==> src/rtl/dcache_pkg.sv <==
// Shared types and address helpers for the direct-mapped write-through data cache.
// Helpers take the index width as an argument so any SETS/ADDR_WIDTH geometry can reuse them.
package dcache_pkg;

   typedef enum logic [1:0] {
      IDLE  = 2'd0,
      FILL  = 2'd1,
      WRITE = 2'd2
   } state_e;

   localparam int unsigned ADDR_WIDTH_DEF = 32;
   localparam int unsigned SETS_DEF       = 16;
   localparam int unsigned INDEX_W        = $clog2(SETS_DEF);
   localparam int unsigned TAG_W          = ADDR_WIDTH_DEF - INDEX_W - 2;

   // Widest address the helpers accept; callers zero-extend and truncate the result.
   localparam int unsigned MAX_AW = 64;

   function automatic logic [MAX_AW-1:0] get_index(input logic [MAX_AW-1:0] addr,
                                                   input int unsigned       index_w);
      return (addr >> 2) & ((MAX_AW'(1) << index_w) - MAX_AW'(1));
   endfunction

   function automatic logic [MAX_AW-1:0] get_tag(input logic [MAX_AW-1:0] addr,
                                                 input int unsigned       index_w);
      return addr >> (index_w + 2);
   endfunction

endpackage

==> src/rtl/dcache_array.sv <==
// Valid/tag/data line storage: combinational read, one synchronous write, async valid clear.
// Zero-latency read; the write port is always accepted, no backpressure.
module dcache_array #(
   parameter int unsigned DATA_WIDTH = 32,
   parameter int unsigned IDX_W      = 4,
   parameter int unsigned TG_W       = 26
) (
   input  logic                  clk_i,
   input  logic                  clr_i,
   input  logic [IDX_W-1:0]      rd_idx_i,
   output logic                  rd_vld_o,
   output logic [TG_W-1:0]       rd_tag_o,
   output logic [DATA_WIDTH-1:0] rd_dat_o,
   input  logic                  wr_en_i,
   input  logic [IDX_W-1:0]      wr_idx_i,
   input  logic [TG_W-1:0]       wr_tag_i,
   input  logic [DATA_WIDTH-1:0] wr_dat_i
);

   localparam int unsigned SETS = 1 << IDX_W;

   logic [SETS-1:0]       valid_q, valid_d;
   logic [TG_W-1:0]       tag_q  [SETS];
   logic [TG_W-1:0]       tag_d  [SETS];
   logic [DATA_WIDTH-1:0] data_q [SETS];
   logic [DATA_WIDTH-1:0] data_d [SETS];

   assign rd_vld_o = valid_q[rd_idx_i];
   assign rd_tag_o = tag_q[rd_idx_i];
   assign rd_dat_o = data_q[rd_idx_i];

   // Every write leaves the line valid: fills allocate, store hits rewrite the same tag.
   always_comb begin
      valid_d = valid_q;
      tag_d   = tag_q;
      data_d  = data_q;
      if (wr_en_i) begin
         valid_d[wr_idx_i] = 1'b1;
         tag_d[wr_idx_i]   = wr_tag_i;
         data_d[wr_idx_i]  = wr_dat_i;
      end
   end

   always_ff @(posedge clk_i or posedge clr_i) begin
      if (clr_i) valid_q <= '0;
      else       valid_q <= valid_d;
   end

   always_ff @(posedge clk_i) begin
      tag_q  <= tag_d;
      data_q <= data_d;
   end

endmodule

==> src/rtl/dcache_ctrl.sv <==
// Direct-mapped write-through no-write-allocate D-cache; read hits answer same cycle.
// Misses and stores stall for the detect cycle plus every FILL/WRITE cycle without mem_ack_i.
module dcache_ctrl
   import dcache_pkg::*;
#(
   parameter int unsigned DATA_WIDTH = 32,
   parameter int unsigned ADDR_WIDTH = 32,
   parameter int unsigned SETS       = 16
) (
   input  logic                  clk_i,
   input  logic                  rst_i,
   input  logic                  rd_en_i,
   input  logic                  wr_en_i,
   input  logic [ADDR_WIDTH-1:0] addr_i,
   input  logic [DATA_WIDTH-1:0] data_i,
   output logic [DATA_WIDTH-1:0] data_o,
   output logic                  stall_o,
   output logic                  mem_req_o,
   output logic                  mem_we_o,
   output logic [ADDR_WIDTH-1:0] mem_addr_o,
   output logic [DATA_WIDTH-1:0] mem_wdata_o,
   input  logic [DATA_WIDTH-1:0] mem_rdata_i,
   input  logic                  mem_ack_i
);

   localparam int unsigned IDX_W = $clog2(SETS);
   localparam int unsigned TG_W  = ADDR_WIDTH - IDX_W - 2;

   state_e                state_q, state_d;
   logic [ADDR_WIDTH-1:0] addr_q, addr_d;
   logic [DATA_WIDTH-1:0] wdata_q, wdata_d;
   logic                  mem_req_q, mem_req_d;
   logic                  mem_we_q, mem_we_d;

   logic [ADDR_WIDTH-1:0] lookup_addr;
   logic [ADDR_WIDTH-1:0] addr_aligned;
   logic [IDX_W-1:0]      lk_idx;
   logic [TG_W-1:0]       lk_tag;
   logic                  arr_vld;
   logic [TG_W-1:0]       arr_tag;
   logic [DATA_WIDTH-1:0] arr_dat;
   logic                  hit;
   logic                  arr_wr_en;
   logic [DATA_WIDTH-1:0] arr_wr_dat;

   // While a transaction is open the array is probed with the latched address, so the
   // single index serves both the ack-cycle hit check and the line write.
   assign lookup_addr  = (state_q == IDLE) ? addr_i : addr_q;
   assign addr_aligned = {addr_i[ADDR_WIDTH-1:2], 2'b00};
   assign lk_idx       = IDX_W'(get_index(MAX_AW'(lookup_addr), IDX_W));
   assign lk_tag       = TG_W'(get_tag(MAX_AW'(lookup_addr), IDX_W));
   assign hit          = arr_vld && (arr_tag == lk_tag);

   dcache_array #(
      .DATA_WIDTH (DATA_WIDTH),
      .IDX_W      (IDX_W),
      .TG_W       (TG_W)
   ) u_array (
      .clk_i    (clk_i),
      .clr_i    (rst_i),
      .rd_idx_i (lk_idx),
      .rd_vld_o (arr_vld),
      .rd_tag_o (arr_tag),
      .rd_dat_o (arr_dat),
      .wr_en_i  (arr_wr_en),
      .wr_idx_i (lk_idx),
      .wr_tag_i (lk_tag),
      .wr_dat_i (arr_wr_dat)
   );

   always_comb begin
      state_d    = state_q;
      addr_d     = addr_q;
      wdata_d    = wdata_q;
      mem_req_d  = mem_req_q;
      mem_we_d   = mem_we_q;
      stall_o    = 1'b0;
      data_o     = '0;
      arr_wr_en  = 1'b0;
      arr_wr_dat = mem_rdata_i;

      // Outputs stay quiet while reset is held even if the stage keeps its request up.
      if (!rst_i) begin
         unique case (state_q)
            IDLE: begin
               if (wr_en_i) begin
                  addr_d    = addr_aligned;
                  wdata_d   = data_i;
                  mem_req_d = 1'b1;
                  mem_we_d  = 1'b1;
                  state_d   = WRITE;
                  stall_o   = 1'b1;
               end else if (rd_en_i && !hit) begin
                  addr_d    = addr_aligned;
                  mem_req_d = 1'b1;
                  mem_we_d  = 1'b0;
                  state_d   = FILL;
                  stall_o   = 1'b1;
               end else if (rd_en_i) begin
                  data_o = arr_dat;
               end
            end
            FILL: begin
               stall_o = !mem_ack_i;
               if (mem_ack_i) begin
                  arr_wr_en = 1'b1;
                  data_o    = mem_rdata_i;
                  mem_req_d = 1'b0;
                  mem_we_d  = 1'b0;
                  state_d   = IDLE;
               end
            end
            WRITE: begin
               stall_o = !mem_ack_i;
               if (mem_ack_i) begin
                  arr_wr_en  = hit;
                  arr_wr_dat = wdata_q;
                  mem_req_d  = 1'b0;
                  mem_we_d   = 1'b0;
                  state_d    = IDLE;
               end
            end
            default: state_d = IDLE;
         endcase
      end
   end

   always_ff @(posedge clk_i or posedge rst_i) begin
      if (rst_i) begin
         state_q   <= IDLE;
         addr_q    <= '0;
         wdata_q   <= '0;
         mem_req_q <= 1'b0;
         mem_we_q  <= 1'b0;
      end else begin
         state_q   <= state_d;
         addr_q    <= addr_d;
         wdata_q   <= wdata_d;
         mem_req_q <= mem_req_d;
         mem_we_q  <= mem_we_d;
      end
   end

   assign mem_req_o   = mem_req_q;
   assign mem_we_o    = mem_we_q;
   assign mem_addr_o  = addr_q;
   assign mem_wdata_o = wdata_q;

endmodule

==> config.mk <==
export PLATFORM = sky130hd
export DESIGN_NAME = dcache_ctrl
export DESIGN_NICKNAME = d
export VERILOG_FILES = /design/src/rtl/dcache_pkg.sv /design/src/rtl/dcache_array.sv /design/src/rtl/dcache_ctrl.sv
export SDC_FILE = /design/constraint.sdc
export NUM_CORES = 1
export LEC_CHECK = 0
export ABC_CLOCK_PERIOD_IN_PS = 10800
export BUFFER_PORTS_ARGS = -buffer_cell sky130_fd_sc_hd__clkbuf_2
export CORE_MARGIN = 5
export CORE_UTILIZATION = 58
export CTS_BUF_LIST = sky130_fd_sc_hd__clkbuf_4 sky130_fd_sc_hd__clkbuf_8
export CTS_CLUSTER_DIAMETER = 60
export CTS_CLUSTER_SIZE = 16
export DETAILED_ROUTE_END_ITERATION = 16
export PLACE_DENSITY = 0.76
export SETUP_SLACK_MARGIN = 0.1
export SKIP_CTS_REPAIR_TIMING = 1
export SYNTH_ARGS = -nofsm -noshare
export SYNTH_HDL_FRONTEND = slang
export SYNTH_SLANG_ARGS = --single-unit
==> constraint.sdc <==
create_clock -name clk_i -period 10.8 [get_ports clk_i]
set_input_delay 1.08 -clock clk_i [delete_from_list [all_inputs] [get_ports clk_i]]
set_output_delay 1.08 -clock clk_i [all_outputs]
set_load 0.1 [all_outputs]
# --- Word-level counts from Yosys, hierarchy flattened ---
# Cells that the tools add are included.
totals:
  regBits: 1012
  latch_bits: 0
  ramBits: 0
  rom_bits: 0
  inputBits: 101
  out_inout_bits: 99
  word_cells: 111
  mem_count: 0
op_classes:
  n_addsub: 0
  mul: 0
  div_mod_pow: 0
  n_lt_le_gt_ge: 4
  n_eq_ne: 5
  shifts: 0
  mux: 47
  bitwise_logic: 3
  reduce_logical: 14
ops:
  columns: ["op", "count"]
  rows:
  - ["512-bit bitwise mux", 1]
  - ["32-bit two-way mux", 14]
  - ["416-bit bitwise mux", 1]
  - ["32-bit binary-select mux with 4-bit select", 1]
  - ["32-bit demux with 4-bit select", 1]
  - ["26-bit binary-select mux with 4-bit select", 1]
  - ["26-bit demux with 4-bit select", 1]
  - ["26-bit two-way mux", 3]
  - ["32-bit one-hot mux with 2 select lines", 1]
  - ["26-bit equality test", 1]
  - ["16-bit OR", 1]
  - ["1-bit two-way mux", 13]
  - ["3-bit AND reduction", 3]
  - ["1-bit one-hot mux with 2 select lines", 4]
  - ["2-bit two-way mux", 3]
  - ["5-bit >= comparator (second input constant)", 1]
  - ["4-bit by 5-bit less-than comparator with 1-bit output (second input constant)", 1]
  - ["5-bit by 1-bit less-than comparator with 1-bit output (second input constant)", 1]
  - ["4-bit inverter with 5-bit output", 1]
  - ["1-bit binary-select mux with 4-bit select", 1]
  - ["1-bit demux with 4-bit select", 1]
  - ["4-bit by 1-bit >= comparator with 1-bit output (second input constant)", 1]
  - ["1-bit logical AND", 4]
  - ["2-bit one-hot mux with 2 select lines", 1]
  - ["other kinds (10)", 12]

# --- Longest topological paths before layout ---
logic_depth:
  word_depth: 14
  depth_mapped: 16
  depth_no_buf: 11

# --- Modules after synthesis ---
# Synthesis repeated with hierarchy kept, for this count alone.
unflattened:
  hier_cells: 1814
  hier_area_um2: 39643.0
by_module_without_submodules:
  columns: ["mod", "instances", "cells_per_inst", "area_each_um2", "seq_area_each_um2"]
  rows:
  - ["dcache_array", 1, 1480, 35297.6, 28267.1]
  - ["dcache_ctrl", 1, 334, 4345.4, 1651.6]

# --- Least setup slack after synthesis ---
# No wires, ideal clock.
synth_path:
  path_type: "input -> register"
  start: "in rst_i"
  end: "reg u_array.data_q[288] in the netlist's numbering, enable pin"
  setup_time_ps: 546
  arrival_time_ps: 8061
  t_required_ps: 10254
  slack_ps: 2193
  cell_stages: 7
  n_path_buf: 1
  path_cell_list: "inv_1 nand3_1 inv_1 and3_1 a32oi_2 buf_6 nor3_1"
synth_between:
  elab_chain_cells: 1
synth_lines:
  columns: ["element", "line_no", "source"]
  rows:
  - ["from (decl)", "dcache_ctrl.sv:11", "input logic rst_i,"]
  - ["1-bit two-way mux", "dcache_ctrl.sv:83", "if (!rst_i) begin"]
  - ["to (signal assigned)", "dcache_array.sv:51", "data_q <= data_d;"]
  - ["to (decl)", "dcache_array.sv:25", "logic [DATA_WIDTH-1:0] data_q [SETS];"]
# Every way passes these cells.
# A chain may end at the register's enable or synchronous reset.

# --- Final worst setup path ---
layout_path:
  start: "reg state_q[1]"
  end: "out data_o[1]"
layout_between:
  elab_chain_cells: 14
layout_lines:
  columns: ["element", "line_no", "source"]
  rows:
  - ["from (decl)", "dcache_ctrl.sv:29", "state_e state_q, state_d;"]
  - ["from (signal assigned)", "dcache_ctrl.sv:136", "state_q <= state_d;"]
  - ["2-bit zero test", "dcache_ctrl.sv:48, dcache_ctrl.sv:84", null]
  - ["32-bit two-way mux", "dcache_ctrl.sv:48", "assign lookup_addr = (state_q == IDLE) ? addr_i : addr_q;"]
  - ["4-bit inverter with 5-bit output (implied by the code)", "dcache_array.sv:29, dcache_array.sv:30", null]
  - ["26-bit binary-select mux with 4-bit select", "dcache_array.sv:29", "assign rd_tag_o = tag_q[rd_idx_i];"]
  - ["26-bit two-way mux (implied by the code) (2 in series)", "dcache_array.sv:29", null]
  - ["26-bit equality test", "dcache_ctrl.sv:52", "assign hit = arr_vld && (arr_tag == lk_tag);"]
  - ["1-bit logical AND", "dcache_ctrl.sv:52", null]
  - ["1-bit zero test", "dcache_ctrl.sv:93", "end else if (rd_en_i && !hit) begin"]
  - ["1-bit logical AND", "dcache_ctrl.sv:93", null]
  - ["32-bit two-way mux", "dcache_ctrl.sv:93", null]
  - ["32-bit two-way mux", "dcache_ctrl.sv:86", "if (wr_en_i) begin"]
  - ["32-bit one-hot mux with 2 select lines *", "dcache_ctrl.sv:84", "unique case (state_q)"]
  - ["32-bit two-way mux *", "dcache_ctrl.sv:83", null]
  - ["to (decl)", "dcache_ctrl.sv:16", "output logic [DATA_WIDTH-1:0] data_o,"]
# Every way passes the cells marked *; elsewhere a longest branch is shown, timed or not. The select of a mux whose other input is x is not followed.

==> results.yml <==
setup_path:
  startpoint_type: "flop"
  path_buf_inv: 3
  reg2reg_depth: 15
  arrival_ps: 7220
  cpMaxStageDelayCell: "and4bb_2"
  critPathRequiredTime_ps: 9720
  critPathCaptureType: "output port"
  path_class: "reg2out"
  max_stage_delay_ps: 1090
  r2r_start: "state_q[1]$_DFFE_PP0P_"
  r2r-end: "u_array.tag_q[411]$_DFFE_PP_"
  worstPathMaxFanout: 49
  critical_path.top_delay_family: "simple AND/OR/NAND/NOR gates"
  r2r_slack_ps: 3330
  path_cells: "inv_1 -> ha_4 -> nor2b_1 -> a32oi_4 -> buf_4 -> a41oi_1 -> nor4_1 -> xor2_1 -> or4_1 -> and4bb_2 -> nand3_1 -> a21oi_1 -> clkbuf_2"
power_and_ir_drop:
  clockPowerShare_pct: 16.5
  leakage_nw: 16.4
  internal-power_mw: 7.04
  seqPwrFrac_pct: 39.7
  power_frac_comb_pct: 43.9
  ir_drop_mv: 0.446
  p_total_mw: 12.5
  p_sw_share_pct: 43.5
  switchingPower_mw: 5.43
  p_per_area_mw_per_mm2: 275
placement:
  place_hpwl_mm: 55.9
  placed_cells: 4031
  gp_congestion: 0.863
  io_buffers: 195
floorplanning:
  core-area_mm2: 0.0716
  io_pins: 200
  die_area_mm2: 0.0778
  die_x_um: 279
  start_util_pct: 58.6
  placementRows: 98
  chipHeight_um: 279
clock_tree:
  cts_tree: "built"
  clock_sinks: 1010
  root_buffer: "clkbuf_8"
  clock_latency_ps: 730
  clkTransAtPathRegs_ps: 100
  htree_levels: 3
  clockBufferDepth: 3
  numCtsBuffers: 74
worst_hold_path:
  worstHoldStart: "u_array.valid_q[5]$_DFFE_PP0N_"
  min_path_type: "reg2reg"
  holdPathEnd: "u_array.valid_q[5]$_DFFE_PP0N_"
  hold_path_depth: 2
logic_synthesis:
  ys_seq_area_share_pct: 71.3
  netlist_area_mm2: 0.0420
  ys_types: 73
  synthArstFlopShare_pct: 8.12
  yosys_warnings: 0
  synth-main-ff-cell: "edfxtp_1"
  avgSynthCellArea_um2: 13.7
  yosys_register_bits: 1010
  synth_edf_count: 928
  synthCells: 3053
drt:
  ant_nets: 0
  drt_iter0_markers: 3395
  viasPerCell: 6.48
  avgRoutedWirePerCell_um: 26.4
  drc: 0
  drtPass1Iterations: 5
  vias: 27000
  totalWireLength_mm: 110
global_routing:
  grt_pass1_vias: 26800
  antenna_found_initial: 2
  grt.overflow.total: 0
  grt_pass1_wl_mm: 162
  grt_usage_pct: 27.6
  grt_max_degree: 114
timing:
  finalCritPeriodShare_pct: 76.9
  fin_worst_skew_ps: 41.3
  setup_viol: 0
  timing.hold.ws_ps: 469
  relSlewSlack_pct: 16.6
  period_minus_slack_ps: 8300
  drv_slew: 0
  fin_tns_setup_ps: 0
  finalHoldViolations: 0
  rsz0062_at_grt: "false"
  worstMarginPinSlew_ps: 1250
  fmax_ghz: 0.120
outcome:
  status: "finished, final reports clean"
final_layout:
  fin_nets: 3262
  drive_gt1_share_pct: 16.1
  final_cell_mix: "edfxtp_1, nand2_1, o21bai_1"
  instances_no_fill: 4165
  mostFrequentLayoutCell: "edfxtp_1"
  nFillCells: 5201
  syn2layout_area_growth_pct: 7.87
  fin_util_pct: 63.2
flow_run:
  cap_violations: 0
-- registers in the layout (all words and copies together), names as in the netlist --
signal           cells
mem_wdata_o         32
mem_req_o            1
u_array.tag_q      416
mem_we_o             1
mem_addr_o          30
u_array.data_q     512
u_array.valid_q     16
state_q              2
-- cells in the mapped netlist (40+ instances only) --
cell type	n	area (µm²)
a31oi_1	66	413
clkbuf_1	136	510
a41oi_1	68	596
a21oi_1	99	495
nand2_1	648	2430
nand3_1	163	816
and3_1	71	444
mux2_2	53	597
nor3_1	45	225
edfxtp_1	928	27900
buf_2	40	200
dfrtp_1	82	2050
o21bai_1	290	2180
-- power groups by stage --
stage / logic, mW / clock network, mW / registers, mW
after global routing: 5.79 / 2.23 / 4.97
after CTS: 5.40 / 2.07 / 4.94
after global placement: 5.24 / 0 / 5.01
final: 5.47 / 2.06 / 4.94
after floorplan: 3.04 / 0 / 5.87
after detailed placement: 5.38 / 0 / 5.03
-- routing by layer --
layer | vias to the layer above | global-route usage [%] | share of wire (%)
met5 | - | 0 | 0.010
met4 | 2 | 9.60 | 3.5
met3 | 271 | 5.57 | 11
met2 | 1728 | 44.8 | 48
met1 | 13400 | 37.9 | 38
li1 | 11600 | - | -
-- cell families (layout without fill, tap and decap cells) --
kind of cell | Yosys count | in the layout | share of synthesized area, %
AO/OA/AOI/OAI | 621 | 621 | 10.7
XOR/XNOR | 25 | 25 | 0.522
adder cells (fa/ha/maj) | 4 | 4 | 0.119
buffers and inverters | 248 | 407 | 2.58
flip-flops | 1010 | 1010 | 71.3
multiplexers | 133 | 133 | 4.25
other | 1 | 4 | 0.00894
AND/OR/NAND/NOR | 1011 | 1011 | 10.6
-- worst reg2reg max path, stage by stage, from the launching register on --
cell       delay, ps
dfrtp_1          430
inv_1            170
ha_4             460
nor2b_1          180
a32oi_4          720
buf_4            900
a41oi_1          120
a2111oi_1        560
xor2_1           290
nor4_1           330
and4_2          1070
a32oi_2          220
buf_4            280
nor3_2           130
buf_4            600
buf_4            650
-- worst max-delay path by stage --
| stage | to | cells past startpoint | start | slack (ps) |
|---|---|---|---|---|
| final | data_o[1] | 13 | state_q[1]$_DFFE_PP0P_ | 2500 |
| after detailed placement | data_o[4] | 13 | addr_i[4] | 3330 |
| after global routing | data_o[4] | 13 | state_q[1]$_DFFE_PP0P_ | 2430 |
| after global placement | data_o[4] | 13 | addr_i[4] | 3410 |
| after floorplan | u_array.data_q[288]$_DFFE_PP_ | 7 | rst_i | 2190 |
| after CTS | data_o[4] | 13 | state_q[0]$_DFFE_PP0P_ | 2700 |
-- metrics by stage --
stage / area [µm²] / setup WS, ps
3_5_place_dp: 43800 / 3330
2_1_floorplan: 42000 / 2190
5_1_grt: 45300 / 2430
3_3_place_gp: 43800 / 3410
4_1_cts: 45300 / 2700
6_report: 45300 / 2500
-- area by class of cell --
| class | instances | area (µm²) | area share [%] |
|---|---|---|---|
| tap | 950 | 1190 | 2.63 |
| antenna | 2 | 5.00 | 0.0111 |
| clock inverter | 11 | 100 | 0.221 |
| inverter | 24 | 92.6 | 0.205 |
| timing repair buffer | 251 | 1400 | 3.08 |
| clock buffer | 121 | 1400 | 3.08 |
| multi-input combinational | 1796 | 11200 | 24.7 |
| sequential | 1010 | 29900 | 66.1 |
(Power assumes the default switching activity.)
